<file path="src/rtl/button_debouncer.sv">
`default_nettype none
// ============================================================================
//  Module      : button_debouncer
//  Description : Cleans one raw, bouncy, asynchronous push-button input.
//                A SYNC_STAGES-deep synchronizer feeds a stability counter.
//                The debounced level only follows the synchronized input after
//                it has differed for STABLE_CYCLES consecutive clocks. A
//                registered one-cycle pulse marks each 0->1 transition of the
//                debounced level.
//  Revision    : 1.0 - initial release
// ============================================================================
module button_debouncer #(
  parameter int SYNC_STAGES   = 2,
  parameter int STABLE_CYCLES = 1_000_000,
  parameter int CNT_WIDTH     = $clog2(STABLE_CYCLES + 1)
) (
  input  logic clk,
  input  logic reset,
  input  logic i_btn_in,
  output logic o_clean_out,
  output logic o_pos_edge
);

  // The last count value before the debounced level is allowed to change.
  // The counter never goes past this value, so it cannot wrap.
  localparam logic [CNT_WIDTH-1:0] c_CNT_MAX  = CNT_WIDTH'(STABLE_CYCLES - 1);
  localparam logic [CNT_WIDTH-1:0] c_CNT_ONE  = CNT_WIDTH'(1);
  localparam logic [CNT_WIDTH-1:0] c_CNT_ZERO = '0;

  // Synchronizer chain. Bit 0 samples the raw pin and the top bit is the
  // only value the rest of the block ever looks at.
  logic [SYNC_STAGES-1:0] r_sync;

  // Stability counter and registered outputs.
  logic [CNT_WIDTH-1:0]   r_cnt;
  logic                   r_clean;
  logic                   r_pos_edge;

  // Combinational decode of the current stability situation.
  logic                   w_sync;
  logic                   w_differ;
  logic                   w_window_done;
  logic                   w_rise;

  assign w_sync        = r_sync[SYNC_STAGES-1];
  assign w_differ      = w_sync ^ r_clean;
  assign w_window_done = w_differ && (r_cnt == c_CNT_MAX);
  // A completed window moves r_clean to w_sync, so a rise is a completed
  // window while the synchronized level is high.
  assign w_rise        = w_window_done && w_sync;

  // Shift the raw input through the synchronizer flops.
  always_ff @(posedge clk or posedge reset) begin
    if (reset) begin
      r_sync <= '0;
    end else begin
      r_sync <= {r_sync[SYNC_STAGES-2:0], i_btn_in};
    end
  end

  // Count consecutive cycles of disagreement and commit the new level once
  // the full window has elapsed; any agreeing cycle restarts the count.
  always_ff @(posedge clk or posedge reset) begin
    if (reset) begin
      r_cnt   <= c_CNT_ZERO;
      r_clean <= 1'b0;
    end else if (!w_differ) begin
      r_cnt   <= c_CNT_ZERO;
    end else if (w_window_done) begin
      r_cnt   <= c_CNT_ZERO;
      r_clean <= w_sync;
    end else begin
      r_cnt   <= r_cnt + c_CNT_ONE;
    end
  end

  // Register the rising-edge pulse on the same edge that r_clean goes high;
  // it clears on the next edge because a rise cannot repeat back to back.
  always_ff @(posedge clk or posedge reset) begin
    if (reset) begin
      r_pos_edge <= 1'b0;
    end else begin
      r_pos_edge <= w_rise;
    end
  end

  assign o_clean_out = r_clean;
  assign o_pos_edge  = r_pos_edge;

endmodule
`default_nettype wire

</file>
<file path="config.mk">
export PLATFORM = sky130hd
export DESIGN_NAME = button_debouncer
export DESIGN_NICKNAME = d
export VERILOG_FILES = /design/src/rtl/button_debouncer.sv
export SDC_FILE = /design/constraint.sdc
export NUM_CORES = 1
export LEC_CHECK = 0
export CAP_MARGIN = 25
export CELL_PAD_IN_SITES_DETAIL_PLACEMENT = 2
export CELL_PAD_IN_SITES_GLOBAL_PLACEMENT = 2
export CORE_UTILIZATION = 35
export DETAILED_ROUTE_END_ITERATION = 8
export PLACE_DENSITY = 0.82
export SLEW_MARGIN = 20
export SYNTH_ARGS = -nofsm -noshare
export SYNTH_HDL_FRONTEND = slang
export SYNTH_SLANG_ARGS = --single-unit
</file>
<file path="constraint.sdc">
create_clock -name clk -period 1.6 [get_ports clk]
set_input_delay 0.32 -clock clk [delete_from_list [all_inputs] [get_ports clk]]
set_output_delay 0.32 -clock clk [all_outputs]
set_load 0.05 [all_outputs]
</file>
# Word level (Yosys, flattened, before mapping)
# Index checks and enable logic that the tools add are counted.
dict set report word_totals {
  inputBits 3
  out_inout_bits 2
  wordCells 12
  register_bits 24
}
dict set report classes {
  eq_ne 1
  add_sub_neg 1
  n_reduce_logical 3
  bitwise_logic 1
  muxes 2
}
# cell count
set op_table {}
lappend op_table {{20-bit 2-to-1 mux} 2}
lappend op_table {{20-bit by 1-bit adder with 20-bit output, second input constant} 1}
lappend op_table {{20-bit == test, second input constant} 1}
lappend op_table {{1-bit logical AND} 2}
lappend op_table {{2-bit AND reduction} 1}
lappend op_table {{1-bit bitwise XOR} 1}

# Logic depth before layout (Yosys ltp)
# Gate-level depths: netlist (run 1).
dict set report logic_depth {
  ltp_word 4
  ltp_mapped 5
  depth_no_buf 5
}

# Worst setup path after synthesis (run 1)
# OpenSTA, ideal clock, no wires.
dict set report synth_timing {
  kind {register to register}
  startpoint {reg r_cnt[0]}
  endpoint {reg r_cnt[18]}
  t_arrival_ns 1.554
  setup_slack_ns -0.032
  stages_incl_launch_ff 6
  synth_period_minus_slack_ns 1.632
  t_required_ns 1.523
  setup_ns 0.077
  path_buffers 0
  cell_sequence {dfrtp_1 > ha_1 > nand3_1 > or2_4 > or4_1 > a21oi_1}
}
dict set report synth_via {
  elab_chain_cells 4
  elab_cells_between_ends 5
  cone_classes {add/sub (1); eq/ne (1); mux (2); reduce/logical (1)}
}
# item line_no
set synth_rtl {}
lappend synth_rtl {{start, declared} 35} ;# logic [CNT_WIDTH-1:0] r_cnt;
lappend synth_rtl {{start signal, assigned} 65} ;# r_cnt <= c_CNT_ZERO;
lappend synth_rtl {{start signal, assigned} 68} ;# r_cnt <= c_CNT_ZERO;
lappend synth_rtl {{start signal, assigned} 70} ;# r_cnt <= c_CNT_ZERO;
lappend synth_rtl {{parallel branches: the longest is 2 deep, another holds 20-bit by 1-bit adder with 20-bit output} n/a}
lappend synth_rtl {{20-bit 2-to-1 mux (*)} 69} ;# end else if (w_window_done) begin
lappend synth_rtl {{20-bit 2-to-1 mux (*)} 67} ;# end else if (!w_differ) begin
# Every way passes the cells marked *.
# A chain may end at the register's enable or synchronous reset.

# Final worst setup path (run 1)
dict set report layout_timing {
  startpoint {reg r_cnt[12]}
  endpoint {reg r_cnt[19]}
}
# Same word-level chain as after synthesis.

==> flow_metrics.tcl, run 1 <==
set metrics [dict create \
    area_growth_pct 51.0 \
    rsz0062_at_grt "yes" \
    min_period_ns 1.77 \
    skew_ns 0.0105 \
    drc_errors 0 \
    placedInstanceArea_um2 1450 \
    combPwrFrac_pct 7.9 \
    dr.first_iter.drc_count 19 \
    clk_pin_slew_ns 0.16 \
    dp_slack_ns -0.0734 \
    holdWs_ns 0.376 \
    synth_fp_nets 115 \
    finalNonFillerCells 198 \
    synth_area_um2 1170 \
    arrival_ns 2.03 \
    setup_violations 21 \
    dp_hpwl_mm 2.54 \
    core_region_area_um2 3100 \
    start_kind "flop" \
    stdcell_area_um2 1760 \
    tns_ns -1.48 \
    fmax_mhz 567 \
    diodes 0 \
    start_util_pct 37.6 \
    viasPerCell 5.22 \
    dp.cells 181 \
    yosysWarnings 0 \
    violations "negative setup slack" \
    vdd_drop_max_uv 354 \
    hold_viol 0 \
    p_per_area_nw_per_um2 601 \
    cts_max_level 1 \
    yosysSeqAreaShare_pct 51.5 \
    avgSynthCellArea_um2 10.5 \
    gr-total-overflow 0 \
    cts_tree "done" \
    drv_slew 0 \
    clock_sinks 24 \
    io_buffers 4 \
    grt_use_total_pct 23.6 \
    p_switching_uw 269 \
    ios 5 \
    post-route-util_pct 56.7 \
    wl_per_cell_um 22.6 \
    vias 1033 \
    die_w_um 59.7 \
    status "finished, violations left" \
    grt_max_degree 25 \
    wl_mm 4.48 \
    synth.distinct_cells 31 \
    synthCells 111 \
    drive_gt1_share_pct 56.5 \
    rows 20 \
    power_leakage_nw 0.727 \
    place.gp.congestion 0.853 \
    cts_inserted_buffers 3 \
    grt_pass1_wl_mm 5.91 \
    synth-seq-cells 24 \
    clk-insertion-delay-late_ns 0.33 \
    cts_buffer_depth 2 \
    cts-root-buf "clkbuf_4" \
    cap_violations 0 \
    fillers 316 \
    hold_class "in -> async" \
    layout_setup_ws_ns -0.165 \
    worst_pin_slew_ns 0.420 \
    switching_share_pct 25.4 \
    r2r_cells 4 \
    antenna_found_initial 0 \
    grt_pass1_vias 1205 \
    total_power_mw 1.06 \
    slew_headroom_pct 71.7 \
    worstPathRequired_ns 1.87 \
    end_kind "flop" \
    criticalPathCategory "reg -> reg" \
    die_area_um2 3570 \
    pwr-share-seq_pct 59.0 \
    first_pass_iters 4 \
    final_antenna_net_count 0 \
    p_int_uw 789 \
    clkPwrFrac_pct 33.1 \
    num-nets-final 159 \
    die-height_um 59.7 \
    finalCritPeriodShare_pct 110 \
    path_max_fanout 6 \
]
layout by cell type (no fill, tap or decap), types with 4 or more instances in the layout:
cell type  count
a21oi_2        4
buf_4         35
dfrtp_1       18
dfrtp_2        6
inv_1          5
nand2_1        5
nand4_1        4
nor2_1         4
nor2_2         9
nor2_4         4
xnor2_1        7
xor2_1         7
final timing paths:
kind | slack (ns) | to | startpoint
min in group clk | 0.38 | r_sync[1] | r_sync[0]
min reg2reg | 0.38 | r_sync[1] | r_sync[0]
max reg2reg | -0.17 | r_cnt[19] | r_cnt[12]
min | 0.38 | r_cnt[17] | reset
max in group asynchronous | 0.95 | r_cnt[10] | reset
max | -0.17 | r_cnt[19] | r_cnt[12]
registers in the layout, summed over array words and instances, names as in the netlist:
register	flops
r_cnt	20
r_sync	2
o_clean_out	1
o_pos_edge	1
kinds of logic after synthesis:
family / after synthesis / synth area share [%]
AO/OA/AOI/OAI: 9 / 5.26
XOR/XNOR: 15 / 11.3
adder cells (fa/ha/maj): 1 / 1.07
buffers and inverters: 7 / 2.47
flip-flops: 24 / 51.5
multiplexers: 1 / 0.966
AND/OR/NAND/NOR: 54 / 27.5
synthesized netlist by cell type:
library cell,instances,area (µm²)
nand4_1,4,25.0
buf_2,2,10.0
and3b_1,1,8.76
nor2_1,17,63.8
o41ai_1,1,8.76
or3_1,1,6.26
mux2_2,1,11.3
a21oi_2,1,8.76
nand3_4,1,17.5
or2_4,1,8.76
nor4_1,5,31.3
and3_1,2,12.5
or4_1,1,7.51
nor3_1,3,15.0
o31ai_1,2,15.0
or3_4,1,11.3
nand3_1,6,30.0
nor4b_1,1,8.76
ha_1,1,12.5
a31o_2,1,8.76
inv_1,5,18.8
xnor2_1,8,70.1
nand2_1,6,22.5
a21oi_1,3,15.0
or3_2,1,7.51
nand4_4,1,21.3
dfrtp_1,24,601
and4_1,1,8.76
or4b_4,1,13.8
xor2_1,7,61.3
o21ai_0,1,5.00
worst max-delay path, stage by stage (launching register included):
cell     delay, ns
dfrtp_1       0.47
nand4_1       0.16
or3_4         0.44
or4b_4        0.50
a21oi_2       0.13
power groups by stage:
stage	clock network (mW)	logic, mW	registers [mW]
global placement	0	0.0580	0.632
detailed placement	0	0.0613	0.633
floorplan	0	0.0286	0.633
global route	0.373	0.0896	0.625
finish	0.350	0.0835	0.624
CTS	0.333	0.0687	0.624
per-layer routing:
| layer | track usage, % | up-vias | part of all wire [%] |
|---|---|---|---|
| met3 | 2.60 | 14 | 2.0 |
| met2 | 46.3 | 21 | 56 |
| met1 | 23.5 | 524 | 38 |
| met5 | 0 | - | 0 |
| li1 | - | 474 | - |
| met4 | 13.3 | 0 | 4.3 |
cell type report:
type                    instances  area, µm²  area share, %
repair buffers                 41        337           19.1
multi-input cells              80        706           40.1
inverters                       5       18.8           1.07
well taps                      44       55.1           3.13
clock buffers                   4       36.3           2.06
flip-flops and latches         24        608           34.5
repair_timing:
item,4_1_cts,5_1_grt
pin swaps,8,15
resized for setup,13,31
setup endpoints to repair,21,22
buffers inserted,5,7
gates cloned,1,0
hold buffers,0,0
Power figures use the tool's default switching activity.
==> run 2, diff against run 1 <==
--- a/config.mk
+++ b/config.mk
@@ -10,6 +10,7 @@
 export CELL_PAD_IN_SITES_GLOBAL_PLACEMENT = 2
 export CORE_UTILIZATION = 35
 export DETAILED_ROUTE_END_ITERATION = 8
+export HOLD_SLACK_MARGIN = 0.12
 export PLACE_DENSITY = 0.82
 export SLEW_MARGIN = 20
 export SYNTH_ARGS = -nofsm -noshare
==> results of run 2 <==
Final layout, timing and power as in run 1 (identical DEF).
==> run 3, diff against run 2 <==
--- a/config.mk
+++ b/config.mk
@@ -12,6 +12,7 @@
 export DETAILED_ROUTE_END_ITERATION = 8
 export HOLD_SLACK_MARGIN = 0.12
 export PLACE_DENSITY = 0.82
+export SETUP_SLACK_MARGIN = 0.4
 export SLEW_MARGIN = 20
 export SYNTH_ARGS = -nofsm -noshare
 export SYNTH_HDL_FRONTEND = slang
==> flow_metrics.tcl, run 3 (synthesis results as in run 1) <==
set metrics [dict create \
    status "finished, violations left" \
    violations "negative setup slack" \
    drc_errors 0 \
    core_region_area_um2 3100 \
    crit_buf_inv 0 \
    critical-path-top-delay-family "simple AND/OR/NAND/NOR gates" \
    cts_max_level 1 \
    crit_slowest_cell "or4b_4" \
    finalCritPeriodShare_pct 111 \
    final_common_cell "buf_4" \
    setup_violations 21 \
    path_max_fanout 6 \
    io_buffers 4 \
    die_area_um2 3570 \
    grt_use_total_pct 21.4 \
    power_leakage_nw 0.726 \
    tns_ns -2.35 \
    cts-root-buf "clkbuf_4" \
    grt_pass1_wl_mm 5.35 \
    worst_pin_slew_ns 0.474 \
    drv_slew 0 \
    fmax_mhz 565 \
    p_per_area_nw_per_um2 595 \
    min_period_ns 1.77 \
    layout_setup_ws_ns -0.171 \
    start_util_pct 37.6 \
    cts_tree "done" \
    first_pass_iters 4 \
    hold_viol 0 \
    place.gp.congestion 0.723 \
    reg.largest.list "r_cnt: 20 flops, r_sync: 2 flops" \
    end_kind "flop" \
    final_antenna_net_count 0 \
    holdWs_ns 0.351 \
    rows 20 \
    cts_buffer_depth 2 \
    most-common-layout-cells "buf_4, dfrtp_1, xnor2_1, nor2_2, dfrtp_2" \
    total_power_mw 1.05 \
    grt_max_degree 25 \
    area_growth_pct 50.8 \
    antenna_found_initial 0 \
    clk_pin_slew_ns 0.14 \
    clock_sinks 24 \
    num-nets-final 155 \
    viasPerCell 5.27 \
    wl_mm 4.49 \
    ios 5 \
    largest_reg_flops 20 \
    wl_per_cell_um 23.1 \
    post-route-util_pct 56.7 \
    worstPathRequired_ns 1.86 \
    arrival_ns 2.03 \
    cap_violations 0 \
    crit_chain "nand4_1 -> or3_4 -> or4b_4 -> a21oi_2" \
    vias 1022 \
    clk-insertion-delay-late_ns 0.33 \
    slew_headroom_pct 68.1 \
    dp_hpwl_mm 2.47 \
    top_register "r_cnt" \
    die_w_um 59.7 \
    drive_gt1_share_pct 56.0 \
    slowest_delay_ns 0.50 \
    vdd_drop_max_uv 473 \
    start_kind "flop" \
    dp.cells 178 \
    skew_ns 0.00747 \
    die-height_um 59.7 \
    dr.first_iter.drc_count 24 \
    hold_class "in -> async" \
    gr-total-overflow 0 \
    finalNonFillerCells 194 \
    criticalPathCategory "reg -> reg" \
    grt_pass1_vias 1133 \
    cts_hold_buffers 0 \
    fillers 312 \
    cts_inserted_buffers 3 \
    diodes 0 \
    rsz0062_at_grt "yes" \
]
-- run 3: tightest hold or removal path: stages --
cell and delay, ns:
clkdlybuf4s50_1 0.40, inv_1 0.06, buf_4 0.31
-- run 3: metal layers --
| metal | global-route usage (%) | share of wire [%] |
|---|---|---|
| met1 | 22.3 | 37 |
| met4 | 7.97 | 3.9 |
| met5 | 0 | 0 |
| met2 | 42.7 | 57 |
| met3 | 2.60 | 2.0 |
-- run 3: what timing repair did --
| item | 4_1_cts | 5_1_grt |
|---|---|---|
| hold endpoints to repair | 0 | 0 |
| endpoints found under the setup margin | 24 | 24 |
| buffers inserted | 4 | 7 |
| pin swaps | 4 | 18 |
| gates resized for setup | 6 | 41 |
| cloned | 0 | 1 |
-- run 3: path summary, 6_finish.rpt --
| path | from | end | slack, ns | depth (start not counted) |
|---|---|---|---|---|
| worst max-delay path | r_cnt[11] | r_cnt[19] | -0.17 | 4 |
| worst min-delay path | reset | r_cnt[18] | 0.35 | 3 |
| worst max register to register | r_cnt[11] | r_cnt[19] | -0.17 | 4 |
| worst min register to register | r_sync[0] | r_sync[1] | 0.38 | 0 |
| max in group asynchronous | reset | r_cnt[11] | 0.98 | 3 |
| min in group clk | r_sync[0] | r_sync[1] | 0.38 | 0 |
-- run 3: area by class of cell --
class | count | area [µm²] | share of cell area, %
multi-input cells | 80 | 723 | 41.1
flip-flops and latches | 24 | 611 | 34.7
repair buffers | 37 | 314 | 17.9
well taps | 44 | 55.1 | 3.13
clock buffers | 4 | 36.3 | 2.06
inverters | 5 | 18.8 | 1.07
-- run 3: through the flow --
step | setup slack, ns | area (µm²)
floorplan | 0.0108 | 1220
global placement | -0.0197 | 1460
detailed placement | -0.0868 | 1460
CTS | -0.0917 | 1550
global route | -0.200 | 1760
finish | -0.171 | 1760
-- run 3: report_power, final --
group          total, mW  leakage (nW)  internal [mW]  switching [mW]
sequential         0.627         0.315          0.615          0.0115
combinational     0.0858         0.390         0.0365          0.0493
clock              0.332        0.0210          0.139           0.193
